**src/rtl/tx_flow_controller_if.sv**
```systemverilog
// tx_flow_controller_if: configuration, status and flag bundle between the
// transmit-layer sequencer and the datapath it supervises (VC0/VC1 FIFOs,
// routing arbiter, D0/D1 FIFOs).
interface tx_flow_controller_if #(
  parameter int THR_WIDTH = 3
);
  logic                 init;
  logic [THR_WIDTH-1:0] thr_af_in;
  logic [THR_WIDTH-1:0] thr_ae_in;
  logic [3:0]           empty_vec;
  logic [3:0]           error_vec;
  logic [THR_WIDTH-1:0] thr_af_out;
  logic [THR_WIDTH-1:0] thr_ae_out;
  logic [2:0]           state;
  logic                 idle_out;
  logic                 active_out;
  logic                 error_out;
  logic                 cfg_err;
  logic [3:0]           err_src;
  logic [15:0]          active_cycles;

  // Controller side
  modport slave (
    input  init, thr_af_in, thr_ae_in, empty_vec, error_vec,
    output thr_af_out, thr_ae_out, state, idle_out, active_out, error_out,
           cfg_err, err_src, active_cycles
  );

  // Configuration / datapath side
  modport master (
    output init, thr_af_in, thr_ae_in, empty_vec, error_vec,
    input  thr_af_out, thr_ae_out, state, idle_out, active_out, error_out,
           cfg_err, err_src, active_cycles
  );
endinterface

```
**src/rtl/tx_flow_controller.sv**
```systemverilog
// tx_flow_controller: operating state machine (RESET/INIT/IDLE/ACTIVE/ERROR)
// for the transmit-layer datapath. Latches and validates the FIFO almost-full
// and almost-empty thresholds, reports activity and captures the first FIFO
// error. Optional feature macro: TX_ACTIVE_CNT_EN builds the saturating
// ACTIVE-cycle counter; when undefined active_cycles is tied to zero.
module tx_flow_controller #(
  parameter int FIFO_DEPTH = 8,
  parameter int THR_WIDTH  = 3,
  parameter int IDLE_HOLD  = 2
) (
  input  logic                  clk,
  input  logic                  reset_L,
  tx_flow_controller_if.slave   bus
);

  localparam int HOLD_W = (IDLE_HOLD > 1) ? $clog2(IDLE_HOLD) : 1;

  typedef enum logic [2:0] {
    ST_RESET  = 3'd0,
    ST_INIT   = 3'd1,
    ST_IDLE   = 3'd2,
    ST_ACTIVE = 3'd3,
    ST_ERROR  = 3'd4
  } state_t;

  state_t               r_state;
  state_t               w_state_nxt;
  logic [HOLD_W-1:0]    r_hold;
  logic [HOLD_W-1:0]    w_hold_nxt;
  logic [THR_WIDTH-1:0] r_thr_af;
  logic [THR_WIDTH-1:0] r_thr_ae;
  logic                 r_cfg_err;
  logic [3:0]           r_err_src;
  logic                 r_idle;
  logic                 r_active;
  logic                 r_error;
  logic                 w_thr_valid;
  logic                 w_all_empty;
  logic                 w_any_err;

  // Thresholds are usable when almost-full lies inside the FIFO and
  // almost-empty sits strictly below it.
  function automatic logic thr_ok(input logic [THR_WIDTH-1:0] af,
                                  input logic [THR_WIDTH-1:0] ae);
    return (32'(af) >= 32'd1) && (32'(af) <= 32'(FIFO_DEPTH - 1)) && (ae < af);
  endfunction

  assign w_thr_valid = thr_ok(bus.thr_af_in, bus.thr_ae_in);
  assign w_all_empty = (bus.empty_vec == 4'hF);
  assign w_any_err   = |bus.error_vec;

  // State and idle-hold counter registers
  always_ff @(posedge clk or negedge reset_L) begin
    if (!reset_L) begin
      r_state <= ST_RESET;
      r_hold  <= '0;
    end else begin
      r_state <= w_state_nxt;
      r_hold  <= w_hold_nxt;
    end
  end

  // Next state: error beats init beats the per-state rule
  always_comb begin
    w_state_nxt = r_state;
    w_hold_nxt  = '0;
    case (r_state)
      ST_RESET: w_state_nxt = ST_INIT;
      ST_INIT: begin
        if (w_any_err)        w_state_nxt = ST_ERROR;
        else if (bus.init)    w_state_nxt = ST_INIT;
        else if (w_thr_valid) w_state_nxt = ST_IDLE;
      end
      ST_IDLE: begin
        if (w_any_err)         w_state_nxt = ST_ERROR;
        else if (bus.init)     w_state_nxt = ST_INIT;
        else if (!w_all_empty) w_state_nxt = ST_ACTIVE;
      end
      ST_ACTIVE: begin
        if (w_any_err)       w_state_nxt = ST_ERROR;
        else if (bus.init)   w_state_nxt = ST_INIT;
        else if (w_all_empty) begin
          // The drain must persist IDLE_HOLD edges before going quiet
          if (r_hold == HOLD_W'(IDLE_HOLD - 1)) w_state_nxt = ST_IDLE;
          else                                  w_hold_nxt  = r_hold + 1'b1;
        end
      end
      ST_ERROR: w_state_nxt = ST_ERROR;
      default:  w_state_nxt = ST_RESET;
    endcase
  end

  // Configuration capture in INIT, first-error capture, registered flags
  always_ff @(posedge clk or negedge reset_L) begin
    if (!reset_L) begin
      r_thr_af  <= THR_WIDTH'(FIFO_DEPTH - 2);
      r_thr_ae  <= THR_WIDTH'(1);
      r_cfg_err <= 1'b0;
      r_err_src <= 4'h0;
      r_idle    <= 1'b0;
      r_active  <= 1'b0;
      r_error   <= 1'b0;
    end else begin
      if (r_state == ST_INIT) begin
        r_thr_af  <= bus.thr_af_in;
        r_thr_ae  <= bus.thr_ae_in;
        r_cfg_err <= ~w_thr_valid;
      end
      if ((w_state_nxt == ST_ERROR) && (r_state != ST_ERROR))
        r_err_src <= bus.error_vec;
      r_idle   <= (w_state_nxt == ST_IDLE);
      r_active <= (w_state_nxt == ST_ACTIVE);
      r_error  <= (w_state_nxt == ST_ERROR);
    end
  end

`ifdef TX_ACTIVE_CNT_EN
  logic [15:0] r_active_cnt;

  // Saturating count of ACTIVE cycles, restarted whenever INIT is entered
  always_ff @(posedge clk or negedge reset_L) begin
    if (!reset_L)
      r_active_cnt <= 16'h0000;
    else if (w_state_nxt == ST_INIT)
      r_active_cnt <= 16'h0000;
    else if ((r_state == ST_ACTIVE) && (r_active_cnt != 16'hFFFF))
      r_active_cnt <= r_active_cnt + 16'd1;
  end

  assign bus.active_cycles = r_active_cnt;
`else
  assign bus.active_cycles = 16'h0000;
`endif

  assign bus.state      = r_state;
  assign bus.thr_af_out = r_thr_af;
  assign bus.thr_ae_out = r_thr_ae;
  assign bus.cfg_err    = r_cfg_err;
  assign bus.err_src    = r_err_src;
  assign bus.idle_out   = r_idle;
  assign bus.active_out = r_active;
  assign bus.error_out  = r_error;

endmodule

```
**src/flat_wrapper.sv**
```systemverilog
// flat-port wrapper written by rule: the top's interface ports become plain ports
module tx_flow_controller_flat 
#(
  parameter int FIFO_DEPTH = 8,
  parameter int THR_WIDTH  = 3,
  parameter int IDLE_HOLD  = 2
)
  (clk, reset_L, bus_init, bus_thr_af_in, bus_thr_ae_in, bus_empty_vec, bus_error_vec, bus_thr_af_out, bus_thr_ae_out, bus_state, bus_idle_out, bus_active_out, bus_error_out, bus_cfg_err, bus_err_src, bus_active_cycles);
  tx_flow_controller_if #(.THR_WIDTH(THR_WIDTH)) bus_i ();
  input  logic clk;
  input  logic reset_L;
  input wire logic [$bits(bus_i.init)-1:0] bus_init;
  input wire logic [$bits(bus_i.thr_af_in)-1:0] bus_thr_af_in;
  input wire logic [$bits(bus_i.thr_ae_in)-1:0] bus_thr_ae_in;
  input wire logic [$bits(bus_i.empty_vec)-1:0] bus_empty_vec;
  input wire logic [$bits(bus_i.error_vec)-1:0] bus_error_vec;
  output wire logic [$bits(bus_i.thr_af_out)-1:0] bus_thr_af_out;
  output wire logic [$bits(bus_i.thr_ae_out)-1:0] bus_thr_ae_out;
  output wire logic [$bits(bus_i.state)-1:0] bus_state;
  output wire logic [$bits(bus_i.idle_out)-1:0] bus_idle_out;
  output wire logic [$bits(bus_i.active_out)-1:0] bus_active_out;
  output wire logic [$bits(bus_i.error_out)-1:0] bus_error_out;
  output wire logic [$bits(bus_i.cfg_err)-1:0] bus_cfg_err;
  output wire logic [$bits(bus_i.err_src)-1:0] bus_err_src;
  output wire logic [$bits(bus_i.active_cycles)-1:0] bus_active_cycles;
  assign bus_i.init = bus_init;
  assign bus_i.thr_af_in = bus_thr_af_in;
  assign bus_i.thr_ae_in = bus_thr_ae_in;
  assign bus_i.empty_vec = bus_empty_vec;
  assign bus_i.error_vec = bus_error_vec;
  assign bus_thr_af_out = bus_i.thr_af_out;
  assign bus_thr_ae_out = bus_i.thr_ae_out;
  assign bus_state = bus_i.state;
  assign bus_idle_out = bus_i.idle_out;
  assign bus_active_out = bus_i.active_out;
  assign bus_error_out = bus_i.error_out;
  assign bus_cfg_err = bus_i.cfg_err;
  assign bus_err_src = bus_i.err_src;
  assign bus_active_cycles = bus_i.active_cycles;
  tx_flow_controller #(.FIFO_DEPTH(FIFO_DEPTH), .THR_WIDTH(THR_WIDTH), .IDLE_HOLD(IDLE_HOLD)) u_core (.clk(clk), .reset_L(reset_L), .bus(bus_i));
endmodule
```
**config.mk**
```make
export PLATFORM = sky130hd
export DESIGN_NAME = tx_flow_controller_flat
export DESIGN_NICKNAME = d
export VERILOG_FILES = /design/src/rtl/tx_flow_controller_if.sv /design/src/rtl/tx_flow_controller.sv /design/src/flat_wrapper.sv
export SDC_FILE = /design/constraint.sdc
export NUM_CORES = 1
export LEC_CHECK = 0
export BUFFER_PORTS_ARGS = -buffer_cell sky130_fd_sc_hd__buf_2
export CAP_MARGIN = 10
export CORE_MARGIN = 10
export CORE_UTILIZATION = 35
export CTS_CLUSTER_SIZE = 30
export DETAILED_ROUTE_END_ITERATION = 7
export GPL_TIMING_DRIVEN = 0
export HOLD_SLACK_MARGIN = 0.05
export PLACE_DENSITY = 0.76
export SYNTH_ARGS = -nofsm -noshare
export SYNTH_HDL_FRONTEND = slang
export SYNTH_SLANG_ARGS = --single-unit
```
**constraint.sdc**
```tcl
create_clock -name clk -period 1.35 [get_ports clk]
set_input_delay 0.27 -clock clk [delete_from_list [all_inputs] [get_ports clk]]
set_output_delay 0.27 -clock clk [all_outputs]
set_load 0.01 [all_outputs]
```
Word level (Yosys, flattened, before mapping)
Index checks and enable logic that the tools add are counted.

Memory bits (writable): 0. Input bits: 17. ROM bits: 0. Logic and storage cells: 42. Latch bits: 0. Register bits: 18. Memories kept: 0.

Div/mod/pow operators: 0. Multipliers: 0. Reductions and logical operators: 4. Magnitude comparators: 2. Bitwise operators: 1. Eq/ne operators: 9. $add $sub $neg: 1. Shift operators: 0. Multiplexer cells: 16.

Operators by type and width (number): $mux 3 (10); $pmux 3 s5 (1); $eq 3x2->1 const B (4); $eq 3x3->1 const B (2); $mux 1 (5); $eq 4x4->1 const B (1); $reduce_or 4->1 (1); $eq 3x1->1 const B (1); $ge 3x1->1 const B (1); $logic_not 3->1 (1); $lt 3x3->1 (1); $ne 3x3->1 const B (1); $logic_and 1x1->1 (2); $add 1x1->1 const B (1); $not 1->1 (1).

Depth between registers and ports, before layout
Gate-level depths: netlist of the first run.

Depth in word-level cells: 8. Gate-level depth with buffers: 6. Gate-level depth less buffers: 6.

Least setup slack after synthesis of the first run
Ideal clock, no wire load.

Path kind: in2reg. From: input bus_error_vec[3]. To: register u_core.r_active (netlist: u_core.bus.active_out). Stages on the path: 4. Data arrival time: 1551 ps. Setup slack: -294 ps. Path buffers: 0. Library setup time: 94 ps. Path through: or4_4 > or3_1 > o22a_2 > a221oi_2.

Longest elaborated chain between the ends: 4. Elaborated cells between the ends (all ways): 6. Those cells by class: 1 x eq/ne; 4 x mux; 1 x reduce/logical.

Ends and longest elaborated chain: from (decl) (RTL line flat_wrapper.sv:16) `input wire logic [$bits(bus_i.error_vec)-1:0] bus_error_vec;`; $reduce_or 4->1 * (RTL line tx_flow_controller.sv:50) `assign w_any_err = |bus.error_vec;`; $mux 3, on equally long branches (RTL line tx_flow_controller.sv:80, tx_flow_controller.sv:70, tx_flow_controller.sv:75); $pmux 3 s5 * (RTL line tx_flow_controller.sv:67) `case (r_state)`; $eq 3x2->1 * (RTL line tx_flow_controller.sv:112) `r_active <= (w_state_nxt == ST_ACTIVE);`; to (signal assigned) (RTL line tx_flow_controller.sv:112); to (decl) (RTL line tx_flow_controller.sv:35) `logic r_active;`.

Every way passes the cells marked *; elsewhere a longest branch is shown, timed or not. A chain may end at the register's enable or synchronous reset.

Worst setup path after layout of the first run
Same ends and word-level chain as after synthesis.

==> summary.txt, run 1 <==
Status = finished with violations
Failing checks = negative setup slack
Hold Fails Final Rpt = 0
Cell taking the most area after synthesis = dfrtp_1
R2R setup slack = -130 ps
Post-synthesis cell type count = 31
CP bufs+invs = 1
Max clock buf depth = 2
Fin Hold WS = 217 ps
First-pass GRT wire length = 3870 µm
Die width = 72.4 µm
Number of CTS-inserted buffers = 3
Mean post-synth cell area = 11.7 µm²
Combinational Power Share = 0.540
First drt pass iteration count = 4
Hold wc startpoint = bus_error_vec[3]
Detail Route Antenna Nets = 0
Worst Hold Class = input port to register
Hold path cells = 2
Fillers = 223
Synth Flop Type = dfrtp_1
Reported net switching power = 906 µW
Ports = 50
Gpl congestion = 0.839
Final Cell Area = 1420 µm²
Storage cell area = 458 µm²
Worst r2r path cells = 4
Worst Hold End = u_core.bus.err_src[3]
Layout Skew = 5.80 ps
Congestion Overflow GR = 0
FP Rows = 18
Htree depth = 1
Leakage = 0.000714 µW
Yosys warning count = 0
Clock power share = 0.103
Final Max Slew Viols = 0
Final Setup Violations = 6
Crit path capture type = register
Placed inst area = 1260 µm²
Detailed-route vias per instance = 4.52
Int Power = 1720 µW
Synth area leaders = dfrtp_1 39%, buf_4 13%, mux2_2 12%
Final WS setup = -168 ps
Crit Path Category = input port to register
Top Family by Delay on Critical Path = simple AND/OR/NAND/NOR gates
Worst r2r dst = u_core.bus.active_out
Mapped cell area = 960 µm²
Final worst-path cycle share = 1.12
Pre-CTS WS = -491 ps
WP data required = 1540 ps
Power Density = 1850 nW/µm²
Wire per inst = 14.8 µm
Tmin final = 1520 ps
Reg power frac = 0.356
Layout cells sized above 1 = 0.636
FMAX = 0.659 GHz
Area of the multi-input gates = 493 µm²
Sequential area share after synthesis = 0.473
Antenna violations before repair = 0
Post-synthesis sequential element count = 18
Drt drc = 0
Area of the core = 2540 µm²
Syn Inst Count = 82
Worst-path cell chain = buf_6 > or4_4 > or3_1 > o22a_2 > a221oi_2
Clock Sink Count = 18
Area delta synth->final = 48.4%
Vias in the first global route = 835
Starting Density = 0.377
Top-area cell type share of the netlist area = 0.391
Input/output buffers = 33
Worst path max stage delay = 530 ps
DP HPWL = 1990 µm
Root buffer cell = clkbuf_4
VDD IR max = 0.858 mV
Die Y = 72.4 µm
Critical path peak fanout = 3
Die ar. = 5240 µm²
GRT Total Usage = 0.0912
MaxCap Viol Count = 0
Switch share = 0.345
Crit path max-delay cell type = or4_4
CP arrival = 1710 ps
CTS tree = done
Post-Route Setup TNS = -483 ps
Async set or reset register ratio after synthesis = 1.00
Final wirelength = 2560 µm
Number of synthesized flops with an enable pin = 0
Most frequent cell after synthesis = buf_4
Worst-path clk slew = 100 ps
Nets@finish = 163
Clk Latency, worst-skew pair = 290 ps
Largest net degree at the start of global routing = 19
Synth top cells by count = 16 x buf_4, 15 x dfrtp_1, 10 x mux2_2
WP depth = 5
Worst setup SP type = input port
Initial DRC count = 10
Worst reg2reg startpoint = u_core.bus.state[1]
RSZ-0062 raised after global routing = yes
Via count = 782
Ant. Diodes = 0
## registers in the layout, summed over array words and instances (netlist names), 3 cells and up
| register | flops |
|---|---|
| u_core.bus.err_src | 4 |
| u_core.bus.state | 3 |
| u_core.bus.thr_af_out | 3 |
| u_core.bus.thr_ae_out | 3 |
## per-stage QoR
| step | cells | utilization | power, µW |
|---|---|---|---|
| global route | 173 | 0.559 | 2810 |
| finish | 173 | 0.559 | 2630 |
| floorplan | 97 | - | 1710 |
| detailed placement | 160 | 0.497 | 2100 |
| global placement | 160 | 0.497 | 2050 |
| CTS | 170 | 0.541 | 2570 |
## cell families (layout without fill, tap and decap cells)
kind of cell | Yosys count | after routing | synth area share
multiplexers | 12 | 12 | 0.138
AO/OA/AOI/OAI | 13 | 13 | 0.110
buffers and inverters | 20 | 66 | 0.141
other | 1 | 16 | 0.00391
AND/OR/NAND/NOR | 16 | 16 | 0.108
flip-flops | 18 | 18 | 0.473
adder cells (fa/ha/maj) | 2 | 2 | 0.0261
## final cells by class
cell class	count	share of cell area
tap	30	0.0264
inverter	3	0.00791
buffer	16	0.0844
timing repair buffer	43	0.195
clock buffer	4	0.0185
multi-input combinational	59	0.346
sequential	18	0.322
## worst max path at each step
stage / slack, ps / startpoint / to
6_report: -170 / bus_error_vec[3] / u_core.bus.active_out
5_1_grt: -190 / u_core.bus.state[1] / u_core.bus.active_out
3_5_place_dp: -490 / bus_error_vec[3] / u_core.bus.active_out
4_1_cts: -150 / bus_error_vec[3] / u_core.bus.active_out
2_1_floorplan: -250 / bus_error_vec[3] / u_core.bus.active_out
3_3_place_gp: -430 / bus_error_vec[3] / u_core.bus.active_out
## cells in the final DEF (no fill, tap or decap), types with 2 or more instances in the layout
cell type / synthesis / layout
conb_1: 1 / 16
o31ai_1: 2 / 2
buf_12: 0 / 2
buf_4: 16 / 22
dfrtp_2: 0 / 3
mux2i_1: 2 / 2
mux2_4: 0 / 6
inv_1: 3 / 3
buf_6: 0 / 2
ha_1: 2 / 2
a21oi_1: 2 / 2
dfstp_2: 3 / 3
nand2_2: 0 / 2
o21bai_1: 2 / 2
clkbuf_4: 0 / 3
mux2_2: 10 / 4
dfrtp_1: 15 / 12
buf_2: 0 / 32
## metal layers
metal | wire, µm | track usage | vias to the layer above
met2 | 1430 | 0.172 | 29
met1 | 813 | 0.0804 | 360
met4 | 76 | 0.0430 | 0
li1 | - | - | 385
met5 | 0 | 0 | -
met3 | 236 | 0.0395 | 8
## power groups by stage
stage	combinational, µW	sequential [µW]	clock, µW
detailed placement	1180	918	0
floorplan	691	1020	0
global placement	1150	898	0
CTS	1380	908	280
global route	1530	973	304
finish	1420	936	272
## repair_timing
action / 4_1_cts / 5_1_grt
hold buffers: 1 / 0
resized for setup: 5 / 9
buffers inserted: 5 / 4
endpoints found under the hold margin: 15 / 0
pin swaps: 3 / 4
endpoints found under the setup margin: 16 / 16
Note: power is estimated with default switching activity, not from simulation.
==> run 2, diff against run 1 <==
--- a/config.mk
+++ b/config.mk
@@ -13,7 +13,7 @@
 export DETAILED_ROUTE_END_ITERATION = 7
 export GPL_TIMING_DRIVEN = 0
 export HOLD_SLACK_MARGIN = 0.05
-export PLACE_DENSITY = 0.76
+export PLACE_DENSITY = 0.74
 export SYNTH_ARGS = -nofsm -noshare
 export SYNTH_HDL_FRONTEND = slang
 export SYNTH_SLANG_ARGS = --single-unit
==> constraint.sdc (replaced) <==
create_clock -name clk -period 1.9 [get_ports clk]
set_input_delay 0.38 -clock clk [delete_from_list [all_inputs] [get_ports clk]]
set_output_delay 0.38 -clock clk [all_outputs]
set_load 0.01 [all_outputs]
==> run 2 against run 1 <==
The flow now finishes without violations. Non-clock buffer count decreased by 8. Clock skew fell by 3.9 ps. First-iteration DRC count down 20%. Critical path type is now register to register. Highest routed layer unchanged.
==> summary.txt, run 2 (synthesis gave the netlist of run 1 again) <==
Nets@finish = 155 (-4.9%)
Antenna violations before repair = 0 (unchanged)
Die Y = 72.4 µm (unchanged)
Leakage = 0.000641 µW (-10%)
Die width = 72.4 µm (unchanged)
Worst slew pin tran = 610 ps
Gpl congestion = 0.873 (+4.0%)
Crit Path Category = register to register
Layout Skew = 1.89 ps (-3.91 ps)
Clk Latency, worst-skew pair = 290 ps (about the same)
VDD IR max = 1.18 mV (+38%)
Vias in the first global route = 804 (-3.7%)
Layout cells sized above 1 = 0.541 (-0.0956)
Fin Hold WS = 330 ps (+113 ps)
Number of CTS-inserted buffers = 3 (unchanged)
Drt drc = 0 (unchanged)
RSZ-0062 raised after global routing = no
First drt pass iteration count = 2 (-2)
Ant. Diodes = 0 (unchanged)
Detailed-route vias per instance = 4.54 (+0.42%)
First-pass GRT wire length = 3750 µm (-3.2%)
Most frequent cells in the layout = 33 x buf_2, 16 x buf_4, 16 x conb_1, 15 x dfrtp_1, 10 x mux2_2
Initial DRC count = 8 (-2)
Worst setup SP type = register
Area delta synth->final = 31.8%
Tmin final = 1680 ps
FP Rows = 18 (unchanged)
Starting Density = 0.377 (unchanged)
Wire per inst = 13.5 µm (-9.1%)
Root buffer cell = clkbuf_4
Input/output buffers = 33 (unchanged)
Largest register FFs = 4 (unchanged)
Worst-path clk slew = 100 ps (about the same)
Critical path peak fanout = 8 (+5)
Power, Total = 1590 µW (-40%)
Final worst-path cycle share = 0.882
CP arrival = 1860 ps (+150 ps)
Detail Route Antenna Nets = 0 (unchanged)
FMAX = 0.596 GHz
Clock Sink Count = 18 (unchanged)
WP data required = 2090 ps (+550 ps)
GRT Total Usage = 0.0866 (-0.00466)
Commonest non-fill, non-tap cell in the layout = buf_2
Worst Hold Class = input port to register
Power Density = 1260 nW/µm² (-32%)
Crit path capture type = register
Max clock buf depth = 2 (unchanged)
Final wirelength = 2220 µm (-13%)
CTS tree = done
Ports = 50 (unchanged)
Max_slew headroom = 0.592
DP HPWL = 1850 µm (-6.9%)
Area of the core = 2540 µm² (unchanged)
Fillers = 240 (+7.6%)
Post_cts resized = 0 (-5)
Congestion Overflow GR = 0 (unchanged)
Largest net degree at the start of global routing = 19 (unchanged)
Status = complete, no violations
Die ar. = 5240 µm² (unchanged)
MaxCap Viol Count = 0 (unchanged)
Hold Fails Final Rpt = 0 (unchanged)
Htree depth = 1 (unchanged)
Via count = 749 (-4.2%)
Final Max Slew Viols = 0 (unchanged)
Final Setup Violations = 0 (-6)
-- run 2: metal layers --
| metal | global-route usage | part of all wire | vias to the layer above |
|---|---|---|---|
| met5 | 0 | 0 | - |
| met4 | 0.0237 | 0.0054 | 0 |
| met3 | 0.0653 | 0.16 | 2 |
| met2 | 0.124 | 0.42 | 43 |
| met1 | 0.0980 | 0.41 | 331 |
| li1 | - | - | 373 |
-- run 2: worst paths after layout --
check	cells after the start	startpoint	to	slack, ps
worst max-delay path	3	u_core.bus.state[2]	u_core.bus.thr_af_out[0]	220
worst min register to register	1	u_core.r_hold	u_core.r_hold	430
max in group asynchronous	2	reset_L	u_core.bus.thr_ae_out[0]	1060
worst min-delay path	2	bus_error_vec[2]	u_core.bus.err_src[2]	330
worst max register to register	3	u_core.bus.state[2]	u_core.bus.thr_af_out[0]	220
min in group asynchronous	2	reset_L	u_core.bus.err_src[0]	520
-- run 2: worst max-delay path, cell delays in order (launching register included) --
cell and delay (ps):
dfrtp_1 390, clkbuf_1 210, nor3b_2 580, mux2_2 400
-- run 2: final cells by class --
| class | count | area, µm² | area share |
|---|---|---|---|
| Buffer | 17 | 124 | 0.0979 |
| Tap cell | 30 | 37.5 | 0.0297 |
| Multi-Input combinational cell | 59 | 427 | 0.337 |
| Sequential cell | 18 | 454 | 0.359 |
| Inverter | 3 | 11.3 | 0.00890 |
| Timing Repair Buffer | 34 | 175 | 0.138 |
| Clock buffer | 4 | 36.3 | 0.0287 |
-- run 2: what timing repair did --
action / in CTS / in global routing
endpoints found under the hold margin: 15 / 0
hold buffers: 1 / 0
buffers inserted: 0 / 0
setup endpoints to repair: 0 / 0
-- run 2: through the flow --
stage / util / instance area [µm²] / cells / setup TNS [ps] / setup WS (ps)
floorplan: - / 1020 / 97 / 0 / 146
global placement: 0.479 / 1220 / 160 / -16.3 / -16.3
detailed placement: 0.479 / 1220 / 160 / -63.3 / -63.3
CTS: 0.497 / 1260 / 165 / 0 / 209
global route: 0.497 / 1260 / 165 / 0 / 64.0
finish: 0.497 / 1260 / 165 / 0 / 223
-- run 2: where the power goes --
part | leakage [µW] | switching (µW) | internal (µW)
clock network | 0.0000210 | 117 | 117
registers | 0.000216 | 75.5 | 560
logic | 0.000404 | 354 | 366
==> run 3, diff against run 2 <==
--- a/config.mk
+++ b/config.mk
@@ -5,6 +5,7 @@
 export SDC_FILE = /design/constraint.sdc
 export NUM_CORES = 1
 export LEC_CHECK = 0
+export ABC_AREA = 1
 export BUFFER_PORTS_ARGS = -buffer_cell sky130_fd_sc_hd__buf_2
 export CAP_MARGIN = 10
 export CORE_MARGIN = 10
@@ -13,7 +14,8 @@
 export DETAILED_ROUTE_END_ITERATION = 7
 export GPL_TIMING_DRIVEN = 0
 export HOLD_SLACK_MARGIN = 0.05
-export PLACE_DENSITY = 0.74
+export PLACE_DENSITY = 0.72
+export REMOVE_ABC_BUFFERS = 1
 export SYNTH_ARGS = -nofsm -noshare
 export SYNTH_HDL_FRONTEND = slang
 export SYNTH_SLANG_ARGS = --single-unit
==> run 3 against run 2 <==
Sequential share of layout area is 1.4 points higher. Cell count up 16%. First-iteration DRC count rose to 3.9 times the previous value. Flip-flop and latch count unchanged. Worst hold slack worse by 41 ps. Critical endpoint is now u_core.bus.err_src[0]. Highest routed layer unchanged.
==> summary.txt, run 3 <==
Status = complete, no violations
WP depth = 8 (+5)
Cell taking the most area after synthesis = dfrtp_1
Final Setup Violations = 0 (unchanged)
Starting Density = 0.373 (-0.00376)
FMAX = 0.704 GHz (+18%)
Layout cells sized above 1 = 0.375 (-0.166)
Ports = 50 (unchanged)
Power, Total = 1610 µW (+1.5%)
Worst path max stage delay = 460 ps (-120 ps)
Clock power share = 0.123 (-0.024)
GRT Total Usage = 0.0843 (-0.00228)
Crit path max-delay cell type = dfrtp_1
Async set or reset register ratio after synthesis = 1.00 (unchanged)
Detail Route Antenna Nets = 0 (unchanged)
Cts hold-fix bufs = 1 (unchanged)
First-pass GRT wire length = 3680 µm (-1.7%)
Power Density = 1320 nW/µm² (+5.4%)
Reported net switching power = 696 µW (+27%)
Drt drc = 0 (unchanged)
Most frequent cell after synthesis = nand2_1
Crit path capture type = register
FP Rows = 19 (+1)
Antenna violations before repair = 0 (unchanged)
CP arrival = 1610 ps (-250 ps)
Root buffer cell = clkbuf_4
Tmin final = 1420 ps (-257 ps)
Worst reg2reg startpoint = u_core.bus.state[2]
Int Power = 918 µW (-12%)
Worst r2r path cells = 8 (+5)
Critical Path Source = u_core.bus.state[2]
Final non-filler cell total = 191 (+16%)
Die Y = 74.7 µm (+3.2%)
Htree depth = 1 (unchanged)
MaxCap Viol Count = 0 (unchanged)
Leakage = 0.000681 µW (+6.3%)
Final worst-path cycle share = 0.747 (-0.135)
Initial DRC count = 31 (+23)
Mapped cell area = 1050 µm² (+9.1%)
Worst Hold Class = input port to register
Final wirelength = 2220 µm (about the same)
Clock Sink Count = 18 (unchanged)
Via count = 838 (+12%)
Most frequent cells in the layout = 33 x buf_2, 30 x nand2_1, 16 x conb_1, 15 x dfrtp_1, 9 x inv_1
Vias in the first global route = 853 (+6.1%)
Nets@finish = 180 (+16%)
Hold path cells = 3 (+1)
Worst-path cell chain = inv_2 > nand3_2 > inv_2 > nand2_4 > nand2_4 > nand2_4 > nand2_1 > nand2_1
Mean post-synth cell area = 8.45 µm² (-28%)
Congestion Overflow GR = 0 (unchanged)
Inst Count DP = 186 (+16%)
Top Family by Delay on Critical Path = simple AND/OR/NAND/NOR gates
Post-Route Setup TNS = 0 ps (unchanged)
Layout Skew = 1.24 ps (-0.644 ps)
Number of synthesized flops with an enable pin = 0 (unchanged)
Final Cell Area = 1220 µm² (-3.7%)
Synth top cells by count = 30 x nand2_1, 16 x buf_4, 15 x dfrtp_1
DP HPWL = 1860 µm (+0.11%)
Critical path peak fanout = 13 (+5)
Commonest non-fill, non-tap cell in the layout = buf_2
Postcts setup bufs = 0 (unchanged)
Fin Hold WS = 290 ps (-40.6 ps)
Ant. Diodes = 0 (unchanged)
Placed inst area = 1180 µm² (-3.0%)
Most used cell along the critical path = nand2_4
Fillers = 295 (+23%)
Top-area cell type share of the netlist area = 0.358 (-0.0327)
CTS tree = done
CP bufs+invs = 2 (+1)
Gpl congestion = 0.851 (-2.5%)
Largest register FFs = 4 (unchanged)
RSZ-0062 raised after global routing = no
Syn Inst Count = 124 (+51%)
Detailed-route vias per instance = 4.39 (-3.3%)
Sequential area share after synthesis = 0.434 (-0.0396)
Combinational Power Share = 0.473 (+0.020)
Largest net degree at the start of global routing = 19 (unchanged)
Number of CTS-inserted buffers = 3 (unchanged)
Switch share = 0.431 (+0.0874)
Input/output buffers = 33 (unchanged)
Max clock buf depth = 2 (unchanged)
Area of the core = 2810 µm² (+10%)
Reg power frac = 0.404 (+0.004)
Post-synthesis sequential element count = 18 (unchanged)
Die width = 74.7 µm (+3.2%)
Synth Flop Type = dfrtp_1
First drt pass iteration count = 3 (+1)
Post-synthesis cell type count = 25 (-19%)
VDD IR max = 0.768 mV (-35%)
Worst-path clk slew = 100 ps (about the same)
Die ar. = 5580 µm² (+6.6%)
Worst setup SP type = register
Crit Path Category = register to register
Hold Fails Final Rpt = 0 (unchanged)
Wire per inst = 11.6 µm (-14%)
Final Max Slew Viols = 0 (unchanged)
Post_cts resized = 0 (unchanged)
Area delta synth->final = 16.4%
Synth area leaders = dfrtp_1 36%, buf_4 11%, nand2_1 11%
WP data required = 2090 ps (about the same)
Yosys warning count = 0 (unchanged)
Clk Latency, worst-skew pair = 290 ps (about the same)
Hold wc startpoint = bus_thr_ae_in[0]
run 3: cells by family (layout without fill, tap and decap cells):
kind of cell	after synthesis	count (layout)	share of synthesized area
simple gates	57	57	0.281
buf+inv	34	55	0.180
flops	18	18	0.434
compound gates	12	12	0.0777
fa+ha+maj	2	2	0.0239
other cells	1	16	0.00358
run 3: worst register-to-register path, cell delays in order (launching register included):
cell	delay, ps
dfrtp_1	460
inv_2	120
nand3_2	220
inv_2	190
nand2_4	70
nand2_4	90
nand2_4	60
nand2_1	50
nand2_1	50
run 3: through the flow:
step           setup slack [ps]   util
4_1_cts                     470  0.434
6_report                    480  0.434
2_1_floorplan               469      -
3_3_place_gp                298  0.421
5_1_grt                     327  0.434
3_5_place_dp                286  0.421
run 3: layout make-up:
type                    count  area, µm²  share of cell area
multi-input cells          87        460               0.378
inverters                  17       63.8              0.0524
repair buffers             34        175               0.144
well taps                  31       38.8              0.0318
flip-flops and latches     18        454               0.373
clock buffers               4       26.3              0.0216
run 3: worst paths after layout:
check	slack, ps	end
worst min-delay path	290	u_core.bus.thr_ae_out[0]
worst max-delay path	480	u_core.bus.err_src[0]
max in group asynchronous	1040	u_core.bus.thr_ae_out[0]
min in group asynchronous	530	u_core.bus.err_src[2]
worst max register to register	480	u_core.bus.err_src[0]
worst min register to register	480	u_core.bus.thr_ae_out[0]
run 3: power groups by stage:
stage | Sequential [µW] | Clock (µW) | Combinational (µW)
final | 652 | 199 | 763
after global routing | 676 | 227 | 867
after CTS | 653 | 202 | 783
after detailed placement | 659 | 0 | 778
after global placement | 659 | 0 | 763
after floorplan | 730 | 0 | 437
run 3: layer usage:
metal | track usage | vias to the layer above | wire [µm]
met5 | 0 | - | 0
met4 | 0.0252 | 0 | 16
met3 | 0.0473 | 2 | 253
met2 | 0.138 | 34 | 993
met1 | 0.0913 | 373 | 959
li1 | - | 429 | -
